[src/rtl/l2_wcb_if.sv]
// rtl/l2_wcb_if.sv - bus bundle for the L2 write-combining buffer
interface l2_wcb_if #(
    parameter int N_WB   = 4,
    parameter int WORDS  = 2,
    parameter int WORD_W = 64,
    parameter int ADDR_W = 28
);
    localparam int WOFF_W = (WORDS > 1) ? $clog2(WORDS) : 1;
    localparam int CNT_W  = $clog2(N_WB) + 1;
    localparam int LINE_W = WORDS * WORD_W;

    logic              wr_valid;
    logic              wr_ready;
    logic [ADDR_W-1:0] wr_addr;
    logic [WOFF_W-1:0] wr_woff;
    logic [WORD_W-1:0] wr_word;
    logic [ADDR_W-1:0] lk_addr;
    logic              lk_hit;
    logic [WORDS-1:0]  lk_mask;
    logic [LINE_W-1:0] lk_line;
    logic              drain_valid;
    logic              drain_ready;
    logic              out_valid;
    logic              out_ready;
    logic [ADDR_W-1:0] out_addr;
    logic [LINE_W-1:0] out_line;
    logic [WORDS-1:0]  out_mask;
    logic [CNT_W-1:0]  count;
    logic              empty;

    modport master (
        output wr_valid, wr_addr, wr_woff, wr_word, lk_addr, drain_valid, out_ready,
        input  wr_ready, lk_hit, lk_mask, lk_line, drain_ready, out_valid,
               out_addr, out_line, out_mask, count, empty
    );
    modport slave (
        input  wr_valid, wr_addr, wr_woff, wr_word, lk_addr, drain_valid, out_ready,
        output wr_ready, lk_hit, lk_mask, lk_line, drain_ready, out_valid,
               out_addr, out_line, out_mask, count, empty
    );
endinterface

[src/rtl/l2_wcb.sv]
// rtl/l2_wcb.sv - L2 write-combining buffer: circular FIFO of partial lines with coalescing
module l2_wcb #(
    parameter int N_WB    = 4,
    parameter int WORDS   = 2,
    parameter int WORD_W  = 64,
    parameter int ADDR_W  = 28,
    parameter int THRESH  = N_WB - 1,
    parameter int TIMEOUT = 64
) (
    input logic      clk,
    input logic      rst,
    l2_wcb_if.slave  bus
);
    localparam int PTR_W  = $clog2(N_WB);
    localparam int CNT_W  = PTR_W + 1;
    localparam int LINE_W = WORDS * WORD_W;
    localparam int WOFF_W = (WORDS > 1) ? $clog2(WORDS) : 1;
    localparam int IDLE_W = $clog2(TIMEOUT + 1);

    typedef enum logic [1:0] {IDLE, DRAIN, DONE} state_t;

    state_t            state_q, state_d;
    logic [N_WB-1:0]   ent_valid;
    logic [ADDR_W-1:0] ent_addr [N_WB];
    logic [WORDS-1:0]  ent_mask [N_WB];
    logic [LINE_W-1:0] ent_line [N_WB];
    logic [PTR_W-1:0]  head, tail;
    logic [CNT_W-1:0]  count;
    logic [IDLE_W-1:0] idle_cnt;
    logic              out_valid_q;

    logic              co_hit;
    logic [PTR_W-1:0]  co_idx;
    logic [WORDS-1:0]  new_mask;
    logic [LINE_W-1:0] new_line, new_keep;
    logic              wr_ready, wr_fire, alloc, hs, dispatch;
    logic              lk_hit;
    logic [WORDS-1:0]  lk_mask;
    logic [LINE_W-1:0] lk_line;
    logic [PTR_W-1:0]  lk_idx;

    // The head is frozen while it is being offered, so writes to its address open a new entry.
    always_comb begin
        co_hit = 1'b0;
        co_idx = '0;
        for (int i = 0; i < N_WB; i++) begin
            if (ent_valid[i] && ent_addr[i] == bus.wr_addr &&
                !(out_valid_q && PTR_W'(i) == head)) begin
                co_hit = 1'b1;
                co_idx = PTR_W'(i);
            end
        end
    end

    always_comb begin
        new_mask = '0;
        new_line = '0;
        new_keep = '1;
        for (int w = 0; w < WORDS; w++) begin
            if (bus.wr_woff == WOFF_W'(w)) begin
                new_mask[w]                  = 1'b1;
                new_line[w*WORD_W +: WORD_W] = bus.wr_word;
                new_keep[w*WORD_W +: WORD_W] = '0;
            end
        end
    end

    assign wr_ready = (state_q == IDLE) && (co_hit || count < CNT_W'(N_WB));
    assign wr_fire  = bus.wr_valid && wr_ready;
    assign alloc    = wr_fire && !co_hit;
    assign hs       = out_valid_q && bus.out_ready;
    assign dispatch = (count != '0) &&
                      (state_q == DRAIN || count >= CNT_W'(THRESH) || idle_cnt == IDLE_W'(TIMEOUT));

    always_ff @(posedge clk) begin
        if (rst) begin
            ent_valid   <= '0;
            head        <= '0;
            tail        <= '0;
            count       <= '0;
            idle_cnt    <= '0;
            out_valid_q <= 1'b0;
            state_q     <= IDLE;
        end else begin
            state_q     <= state_d;
            out_valid_q <= out_valid_q ? !hs : dispatch;
            count       <= count + CNT_W'(alloc) - CNT_W'(hs);
            if (wr_fire)
                idle_cnt <= '0;
            else if (idle_cnt < IDLE_W'(TIMEOUT))
                idle_cnt <= idle_cnt + 1'b1;
            if (hs) begin
                ent_valid[head] <= 1'b0;
                head            <= head + 1'b1;
            end
            if (alloc) begin
                ent_valid[tail] <= 1'b1;
                tail            <= tail + 1'b1;
            end
        end
    end

    always_ff @(posedge clk) begin
        if (wr_fire) begin
            if (co_hit) begin
                ent_mask[co_idx] <= ent_mask[co_idx] | new_mask;
                ent_line[co_idx] <= (ent_line[co_idx] & new_keep) | new_line;
            end else begin
                ent_addr[tail] <= bus.wr_addr;
                ent_mask[tail] <= new_mask;
                ent_line[tail] <= new_line;
            end
        end
    end

    // Walk oldest to youngest so the youngest matching entry overrides older ones.
    always_comb begin
        lk_hit  = 1'b0;
        lk_mask = '0;
        lk_line = '0;
        lk_idx  = '0;
        for (int i = 0; i < N_WB; i++) begin
            lk_idx = head + PTR_W'(i);
            if (ent_valid[lk_idx] && ent_addr[lk_idx] == bus.lk_addr) begin
                lk_hit  = 1'b1;
                lk_mask = ent_mask[lk_idx];
                lk_line = ent_line[lk_idx];
            end
        end
    end

    always_comb begin
        state_d = state_q;
        case (state_q)
            IDLE:    if (bus.drain_valid) state_d = DRAIN;
            DRAIN:   if (count == '0 && !out_valid_q) state_d = DONE;
            DONE:    state_d = IDLE;
            default: state_d = IDLE;
        endcase
    end

    assign bus.wr_ready    = wr_ready;
    assign bus.lk_hit      = lk_hit;
    assign bus.lk_mask     = lk_mask;
    assign bus.lk_line     = lk_line;
    assign bus.drain_ready = (state_q == DONE);
    assign bus.out_valid   = out_valid_q;
    assign bus.out_addr    = ent_addr[head];
    assign bus.out_mask    = ent_mask[head];
    assign bus.out_line    = ent_line[head];
    assign bus.count       = count;
    assign bus.empty       = (count == '0);
endmodule
[src/flat_wrapper.sv]
// flat-port wrapper written by rule: the top's interface ports become plain ports
module l2_wcb_flat 
#(
    parameter int N_WB    = 4,
    parameter int WORDS   = 2,
    parameter int WORD_W  = 64,
    parameter int ADDR_W  = 28,
    parameter int THRESH  = N_WB - 1,
    parameter int TIMEOUT = 64
)
  (clk, rst, bus_wr_valid, bus_wr_addr, bus_wr_woff, bus_wr_word, bus_lk_addr, bus_drain_valid, bus_out_ready, bus_wr_ready, bus_lk_hit, bus_lk_mask, bus_lk_line, bus_drain_ready, bus_out_valid, bus_out_addr, bus_out_line, bus_out_mask, bus_count, bus_empty);
  l2_wcb_if #(.N_WB(N_WB), .WORDS(WORDS), .WORD_W(WORD_W), .ADDR_W(ADDR_W)) bus_i ();
  input logic clk;
  input logic rst;
  input wire logic [$bits(bus_i.wr_valid)-1:0] bus_wr_valid;
  input wire logic [$bits(bus_i.wr_addr)-1:0] bus_wr_addr;
  input wire logic [$bits(bus_i.wr_woff)-1:0] bus_wr_woff;
  input wire logic [$bits(bus_i.wr_word)-1:0] bus_wr_word;
  input wire logic [$bits(bus_i.lk_addr)-1:0] bus_lk_addr;
  input wire logic [$bits(bus_i.drain_valid)-1:0] bus_drain_valid;
  input wire logic [$bits(bus_i.out_ready)-1:0] bus_out_ready;
  output wire logic [$bits(bus_i.wr_ready)-1:0] bus_wr_ready;
  output wire logic [$bits(bus_i.lk_hit)-1:0] bus_lk_hit;
  output wire logic [$bits(bus_i.lk_mask)-1:0] bus_lk_mask;
  output wire logic [$bits(bus_i.lk_line)-1:0] bus_lk_line;
  output wire logic [$bits(bus_i.drain_ready)-1:0] bus_drain_ready;
  output wire logic [$bits(bus_i.out_valid)-1:0] bus_out_valid;
  output wire logic [$bits(bus_i.out_addr)-1:0] bus_out_addr;
  output wire logic [$bits(bus_i.out_line)-1:0] bus_out_line;
  output wire logic [$bits(bus_i.out_mask)-1:0] bus_out_mask;
  output wire logic [$bits(bus_i.count)-1:0] bus_count;
  output wire logic [$bits(bus_i.empty)-1:0] bus_empty;
  assign bus_i.wr_valid = bus_wr_valid;
  assign bus_i.wr_addr = bus_wr_addr;
  assign bus_i.wr_woff = bus_wr_woff;
  assign bus_i.wr_word = bus_wr_word;
  assign bus_i.lk_addr = bus_lk_addr;
  assign bus_i.drain_valid = bus_drain_valid;
  assign bus_i.out_ready = bus_out_ready;
  assign bus_wr_ready = bus_i.wr_ready;
  assign bus_lk_hit = bus_i.lk_hit;
  assign bus_lk_mask = bus_i.lk_mask;
  assign bus_lk_line = bus_i.lk_line;
  assign bus_drain_ready = bus_i.drain_ready;
  assign bus_out_valid = bus_i.out_valid;
  assign bus_out_addr = bus_i.out_addr;
  assign bus_out_line = bus_i.out_line;
  assign bus_out_mask = bus_i.out_mask;
  assign bus_count = bus_i.count;
  assign bus_empty = bus_i.empty;
  l2_wcb #(.N_WB(N_WB), .WORDS(WORDS), .WORD_W(WORD_W), .ADDR_W(ADDR_W), .THRESH(THRESH), .TIMEOUT(TIMEOUT)) u_core (.clk(clk), .rst(rst), .bus(bus_i));
endmodule
[config.mk]
export PLATFORM = sky130hd
export DESIGN_NAME = l2_wcb_flat
export DESIGN_NICKNAME = d
export VERILOG_FILES = /design/src/rtl/l2_wcb_if.sv /design/src/rtl/l2_wcb.sv /design/src/flat_wrapper.sv
export SDC_FILE = /design/constraint.sdc
export NUM_CORES = 2
export LEC_CHECK = 0
export CORE_ASPECT_RATIO = 0.7
export CORE_MARGIN = 5
export CORE_UTILIZATION = 59
export CTS_CLUSTER_SIZE = 10
export DETAILED_ROUTE_END_ITERATION = 8
export PLACE_DENSITY = 0.81
export SETUP_SLACK_MARGIN = 0.15
export SLEW_MARGIN = 5
export SYNTH_ARGS = -nofsm -noshare
export SYNTH_HDL_FRONTEND = slang
export SYNTH_SLANG_ARGS = --single-unit
[constraint.sdc]
create_clock -name clk -period 10.7 [get_ports clk]
set_input_delay 1.07 -clock clk [delete_from_list [all_inputs] [get_ports clk]]
set_output_delay 1.07 -clock clk [all_outputs]
set_load 0.01 [all_outputs]
# --- Yosys cells after proc, flatten, opt, wreduce, memory -nomap -nowiden ---
# Memories as Yosys holds them, arrays and structs flattened. A register that Yosys moved wholly into a read port is not among the register bits.
# Index checks and enable logic that the tools add are counted.
word_totals:
  mem_bits_rw: 632
  n_memories: 3
  output_inout_bits: 296
  in_bits: 126
  ff_bits: 21
memory_table:
  columns: ["memory", "words", "word_bits", "read_ports", "rd_ports_with_merged_regs", "wr", "line_no", "text"]
  rows:
  - ["u_core.ent_line", 4, 128, 5, 1, 1, "l2_wcb.sv:26", "logic [LINE_W-1:0] ent_line [N_WB];"]
  - ["u_core.ent_addr", 4, 28, 8, 1, 1, "l2_wcb.sv:24", "logic [ADDR_W-1:0] ent_addr [N_WB];"]
  - ["u_core.ent_mask", 4, 2, 5, 1, 1, "l2_wcb.sv:25", "logic [WORDS-1:0] ent_mask [N_WB];"]
op_classes:
  order_cmp: 10
  eq_ne: 16
  bitwise_logic: 6
  n_reduce_logical: 42
  n_addsub: 7
  muxes: 62
op_table:
  columns: ["op", "n"]
  rows:
  - ["128-bit two-way mux", 5]
  - ["64-bit two-way mux", 4]
  - ["28-bit == test", 8]
  - ["128-bit bitwise AND", 1]
  - ["128-bit bitwise OR", 1]
  - ["128-bit OR reduction", 1]
  - ["2-bit two-way mux", 17]
  - ["1-bit two-way mux", 26]
  - ["1-bit logical AND", 24]
  - ["2-bit by 3-bit < comparator with 1-bit output, second input constant", 5]
  - ["4-bit two-way mux", 3]
  - ["1-bit binary-select mux with 2-bit select", 4]
  - ["7-bit by 1-bit adder with 7-bit output, second input constant", 1]
  - ["7-bit == test, second input constant", 1]
  - ["1-bit zero test", 7]
  - ["7-bit < comparator, second input constant", 1]
  - ["2-bit by 1-bit adder with 2-bit output, second input constant", 2]
  - ["2-bit adder, second input constant", 2]
  - ["4-bit bitwise AND", 1]
  - ["1-bit demux with 2-bit select", 2]
  - ["2-bit == test, first input constant", 2]
  - ["2-bit by 1-bit greater-or-equal comparator with 1-bit output, second input constant", 2]
  - ["2-bit zero test", 2]
  - ["2-bit inequality test, second input constant", 2]
  - ["16 further kinds", 19]

# --- Longest topological paths before layout ---
depth:
  ltp_word: 15
  mapped_depth: 20

# --- Worst setup path after synthesis ---
# Ideal clock, no wire load.
synth_path:
  path_kind: "input to register"
  from: "input port bus_wr_addr[27]"
  to: "memory u_core.ent_line[1][0] (netlist bit) (enable)"
  stages: 11
  t_arrival_ns: 8.297
  setup_slack_ns: 1.782
  setup_ns: 0.620
  path_cell_list: "clkbuf_1 xnor2_1 nand4_1 nor4_1 nand4_1 clkbuf_1 and4b_1 a21boi_0 and2_1 nand2_1 nor2_1"
synth_between:
  elab_chain_cells: 14
  elab_cells_between_ends: 31
  classes_between: "eq/ne (4); mux (15); reduce/logical (12)"
synth_lines:
  columns: ["element", "line_no", "text"]
  rows:
  - ["start, declared", "flat_wrapper.sv:16", "input wire logic [$bits(bus_i.wr_addr)-1:0] bus_wr_addr;"]
  - ["28-bit == test", "l2_wcb.sv:47", "if (ent_valid[i] && ent_addr[i] == bus.wr_addr &&"]
  - ["1-bit logical AND (2 in a row)", "l2_wcb.sv:47", null]
  - ["1-bit two-way mux (3 in a row)", "l2_wcb.sv:47", null]
  - ["1-bit two-way mux *", "l2_wcb.sv:47", null]
  - ["1-bit logical OR *", "l2_wcb.sv:68", "assign wr_ready = (state_q == IDLE) && (co_hit || count < CNT_W'(N_WB));"]
  - ["1-bit logical AND *", "l2_wcb.sv:68", null]
  - ["via bus_wr_ready", "flat_wrapper.sv:22", "output wire logic [$bits(bus_i.wr_ready)-1:0] bus_wr_ready;"]
  - ["1-bit logical AND *", "l2_wcb.sv:69", "assign wr_fire = bus.wr_valid && wr_ready;"]
  - ["1-bit two-way mux", "l2_wcb.sv:104", "if (wr_fire) begin"]
  - ["1-bit two-way mux (implied by the code)", "l2_wcb.sv:111", "ent_line[tail] <= new_line;"]
  - ["128-bit OR reduction (no line)", null, null]
  - ["2-bit two-way mux (no line) / 1-bit two-way mux (equally long branches)", null, null]
  - ["end, declared", "l2_wcb.sv:26", null]
# Mark *: on every way through the listed nets, which the timed path passes. The rest lies on a longest branch.

# --- Worst setup path in the final report ---
layout_path:
  from: "register u_core.head[1]"
  to: "output port bus_lk_line[73]"
layout_between:
  elab_chain_cells: 7
  elab_cells_between_ends: 24
  classes_between: "add/sub (3); eq/ne (3); mux (12); reduce/logical (4); memory (2)"
layout_lines:
  columns: ["element", "line_no", "text"]
  rows:
  - ["start, declared", "l2_wcb.sv:27", "logic [PTR_W-1:0] head, tail;"]
  - ["start signal, assigned", "l2_wcb.sv:94", "head <= head + 1'b1;"]
  - ["2-bit by 1-bit adder with 2-bit output / 1-bit binary-select mux with 2-bit select (equally long branches)", "l2_wcb.sv:123, l2_wcb.sv:124", null]
  - ["memory 4 x 28 bit, or another cell as far along", null, null]
  - ["28-bit == test, or another cell as far along", "l2_wcb.sv:124", "if (ent_valid[lk_idx] && ent_addr[lk_idx] == bus.lk_addr) begin"]
  - ["1-bit logical AND / 128-bit two-way mux (equally long branches)", "l2_wcb.sv:124", null]
  - ["128-bit two-way mux (2 in a row)", "l2_wcb.sv:124", null]
  - ["128-bit two-way mux *", "l2_wcb.sv:124", null]
  - ["end, declared", "flat_wrapper.sv:25", "output wire logic [$bits(bus_i.lk_line)-1:0] bus_lk_line;"]
# Every way passes the cells marked *; elsewhere a longest branch is shown, timed or not. The select of a mux whose other input is x is not followed.

==> results.md <==
- Status: complete, but fails checks
- Failing checks: max-slew violations
- Final Setup Violations: 0
- Layout area overhead: 13.7%
- Max H-tree Level: 3
- Fin crit share: between 80 and 90%
- Initial core utilization: 59.6%
- Fill cells: between 5,000 and 6,000
- CTS buffer count: 76
- Synth area leader: edfxtp_1
- Max Clk Rate: approximately 110 MHz
- R2r startpoint: u_core.head[1]
- Slowest cell on crit path: dfxtp_4
- Number of synthesized flops with an enable pin: around 630
- Hold Path Class: flip-flop to flip-flop
- Fin cells: about 5,300
- Hold buffers post-CTS: 0
- Largest net degree at the start of global routing: 200
- Port Buf Inserts: ~420
- Ys async rst share: 0%
- Synth top area cells: edfxtp_1 40%, mux4_2 15%, mux2i_1 10%
- Die area: 85,400 um2
- Die W: ~350 um
- Max-cap violation count: 0
- Drt via density: between 7 and 8
- Leakage: between 15 and 20 nW
- Worst Path Buf+Inv: 5
- Most instantiated cells after synthesis: 632 x edfxtp_1, 486 x mux2i_1, 317 x mux4_2
- RD Place Congestion: ~1.1
- Crit end category: output port
- TritonCTS Sinks: ~660
- Critical path class: flip-flop to output port
- Clock Tree Root: clkbuf_16
- R2R setup slack: 4590 ps
- Crit path time final: approximately 9200 ps
- Top cell type's share of synthesized area: slightly above 40%
- Worst VDD drop: approximately 150 uV
- Clock Latency Late Sink: between 600 and 700 ps
- # Post-CTS Setup Buffers: 0
- Critical Path Source: u_core.head[1]
- Initial antenna violation count: 9
- Mapped Cells: slightly above 4,000
- Worst Hold Depth: 1
- Die height: ~250 um
- Residual DRC: 0
- Worst Max-Slew Pin Slew: ~1600 ps
- Critical path depth in cells: 15
- CTS Buffer Depth: 3
- Row Count: 86
- Multi-input logic area: roughly 25,000 um2
- Core Footprint: between 70,000 and 80,000 um2
- Number of distinct library cells after synthesis: just under 70
- Avg WL per Cell: around 30 um
- Worst setup path endpoint: bus_lk_line[73]
- Main synth FF type: edfxtp_1
- Top Ports: approximately 420
- Slew HR: -6.27%
- PD cells: ~170 nW/um2
- Max Slew Vio Count: 40
- Syn avg cell area: roughly 11 um2
- GR Util All Layers: between 30% and 40%
- RSZ-0062 raised after global routing: false
- Reg2reg end: u_core.ent_line[0][59]
- Hold Vio Cnt, Final: 0
- Most used cell, CP: buf_4
- Critical Path Start Type: flip-flop
- Final HPWL DP: 101 mm
- Critical path arrival: 8080 ps
- CTS tree: built
- Post-route ant nets: 0
- Dpl cells: roughly 5,200
- Vias: 38,100
- Cell family with most CP delay: buffers and inverters
- Mapped Nets: 4,228
- Final nets: about 4,400
- Most numerous cell in the Yosys netlist: edfxtp_1
- CTS clk-pin slew, worst paths: 60 ps
- Drt first pass iters: 6
- Post-CTS sizing: 0
- Setup tns final: 0 ps
- Flip-flop and latch area: roughly 20,000 um2
- GRT overflow: 0
- Critical Path RT: 9630 ps
- Layout cells sized above 1: between 10 and 15%
- Starting DRT DRC Count: just under 6,000
- Crit path cell chain: inv_1 > ha_4 > buf_4 > mux4_2 > xor2_1 > nor4_1 > nand2_1 > or4_4 > nor4_2 > o21ai_4 > buf_4 > buf_4 > o221ai_1 > o21a_1 > clkdlybuf4s50_1
- Yosys warnings: 0
- Global-route wire length before repair: roughly 230 mm
- Synthesized area: approximately 47,000 um2
- Critical path fanouts, max: 56
- Largest stage delay on the critical path: 970 ps
- Number of global-route vias before repair: around 36,000
- Reg2reg path depth: 12
- Post-synthesis sequential area ratio: 41.4%
- Final WL: about 160 mm
- Synth Register Bits: between 600 and 700
- Final Skew: 20.6 ps
## how the worst min path moves through the flow
stage / end / from / slack [ps]
floorplan: u_core.state_q[0] / u_core.state_q[1] / 450
global placement: u_core.state_q[0] / u_core.state_q[1] / 490
detailed placement: u_core.state_q[0] / u_core.state_q[1] / 490
CTS: u_core.state_q[0] / u_core.state_q[1] / 520
global route: u_core.state_q[0] / u_core.state_q[1] / 550
finish: u_core.state_q[0] / u_core.state_q[1] / 510
## state kept, by name, summed over array words and instances, names as in the netlist, 3 cells and up, named ones only
name	flops
u_core.ent_mask	8
u_core.ent_valid	4
u_core.ent_line	512
u_core.ent_addr	112
u_core.idle_cnt	7
u_core.bus.count	3
## per-layer routing
layer	vias up	share of wire, %	track usage (%)
met5	-	0.0057	0
met4	2	3.2	10.2
met3	347	15	11.9
met2	3126	43	52.3
met1	18600	38	51.6
li1	16100	-	-
## metrics by stage
| step | utilization (%) | setup WS, ps | total power, mW | instance area, um2 | hold slack [ps] |
|---|---|---|---|---|---|
| after floorplan | - | 1780 | 5.49 | 46900 | 449 |
| after global placement | 65.0 | 2650 | 6.62 | 51200 | 489 |
| after detailed placement | 65.0 | 2480 | 6.67 | 51200 | 489 |
| after CTS | 67.7 | 1760 | 9.02 | 53400 | 517 |
| after global routing | 67.8 | 1330 | 9.42 | 53400 | 546 |
| final | 67.8 | 1550 | 9.08 | 53400 | 514 |
## cell type report
type                            instances  share of cell area (%)
Tap cell                             1056                    2.48
Multi-Input combinational cell       2836                    46.8
Sequential cell                       655                    36.4
Inverter                              212                    1.49
Timing Repair Buffer                  470                    8.81
Clock inverter                          7                   0.117
Antenna cell                            8                  0.0375
Clock buffer                           96                    3.86
## layout by cell type, fill, tap and decap left out, types with 71 or more instances in the layout
master / count
a21oi_1: 283
xnor2_1: 150
mux2_2: 133
mux2i_1: 486
clkbuf_16: 80
inv_1: 210
nor2_1: 305
o21ai_0: 206
mux4_2: 317
xor2_1: 71
nand2_1: 222
a211oi_1: 133
o221ai_1: 129
o21a_1: 130
o22ai_1: 73
clkdlybuf4s50_1: 420
edfxtp_1: 632
## where the power goes
part / internal [mW] / leakage, nW / switching [mW]
logic: 1.48 / 10.7 / 1.81
registers: 3.17 / 5.99 / 0.259
clock network: 1.34 / 1.04 / 1.03
total: 5.98 / 17.7 / 3.10
## cells by family after synthesis
logic type,after synthesis,synth area share [%]
simple gates,655,5.96
flops,655,41.4
fa+ha+maj,14,0.389
mux,938,28.8
buf+inv,597,5.55
xor+xnor,221,4.12
compound gates,1008,13.7
Note: power is estimated with default switching activity, not from simulation.
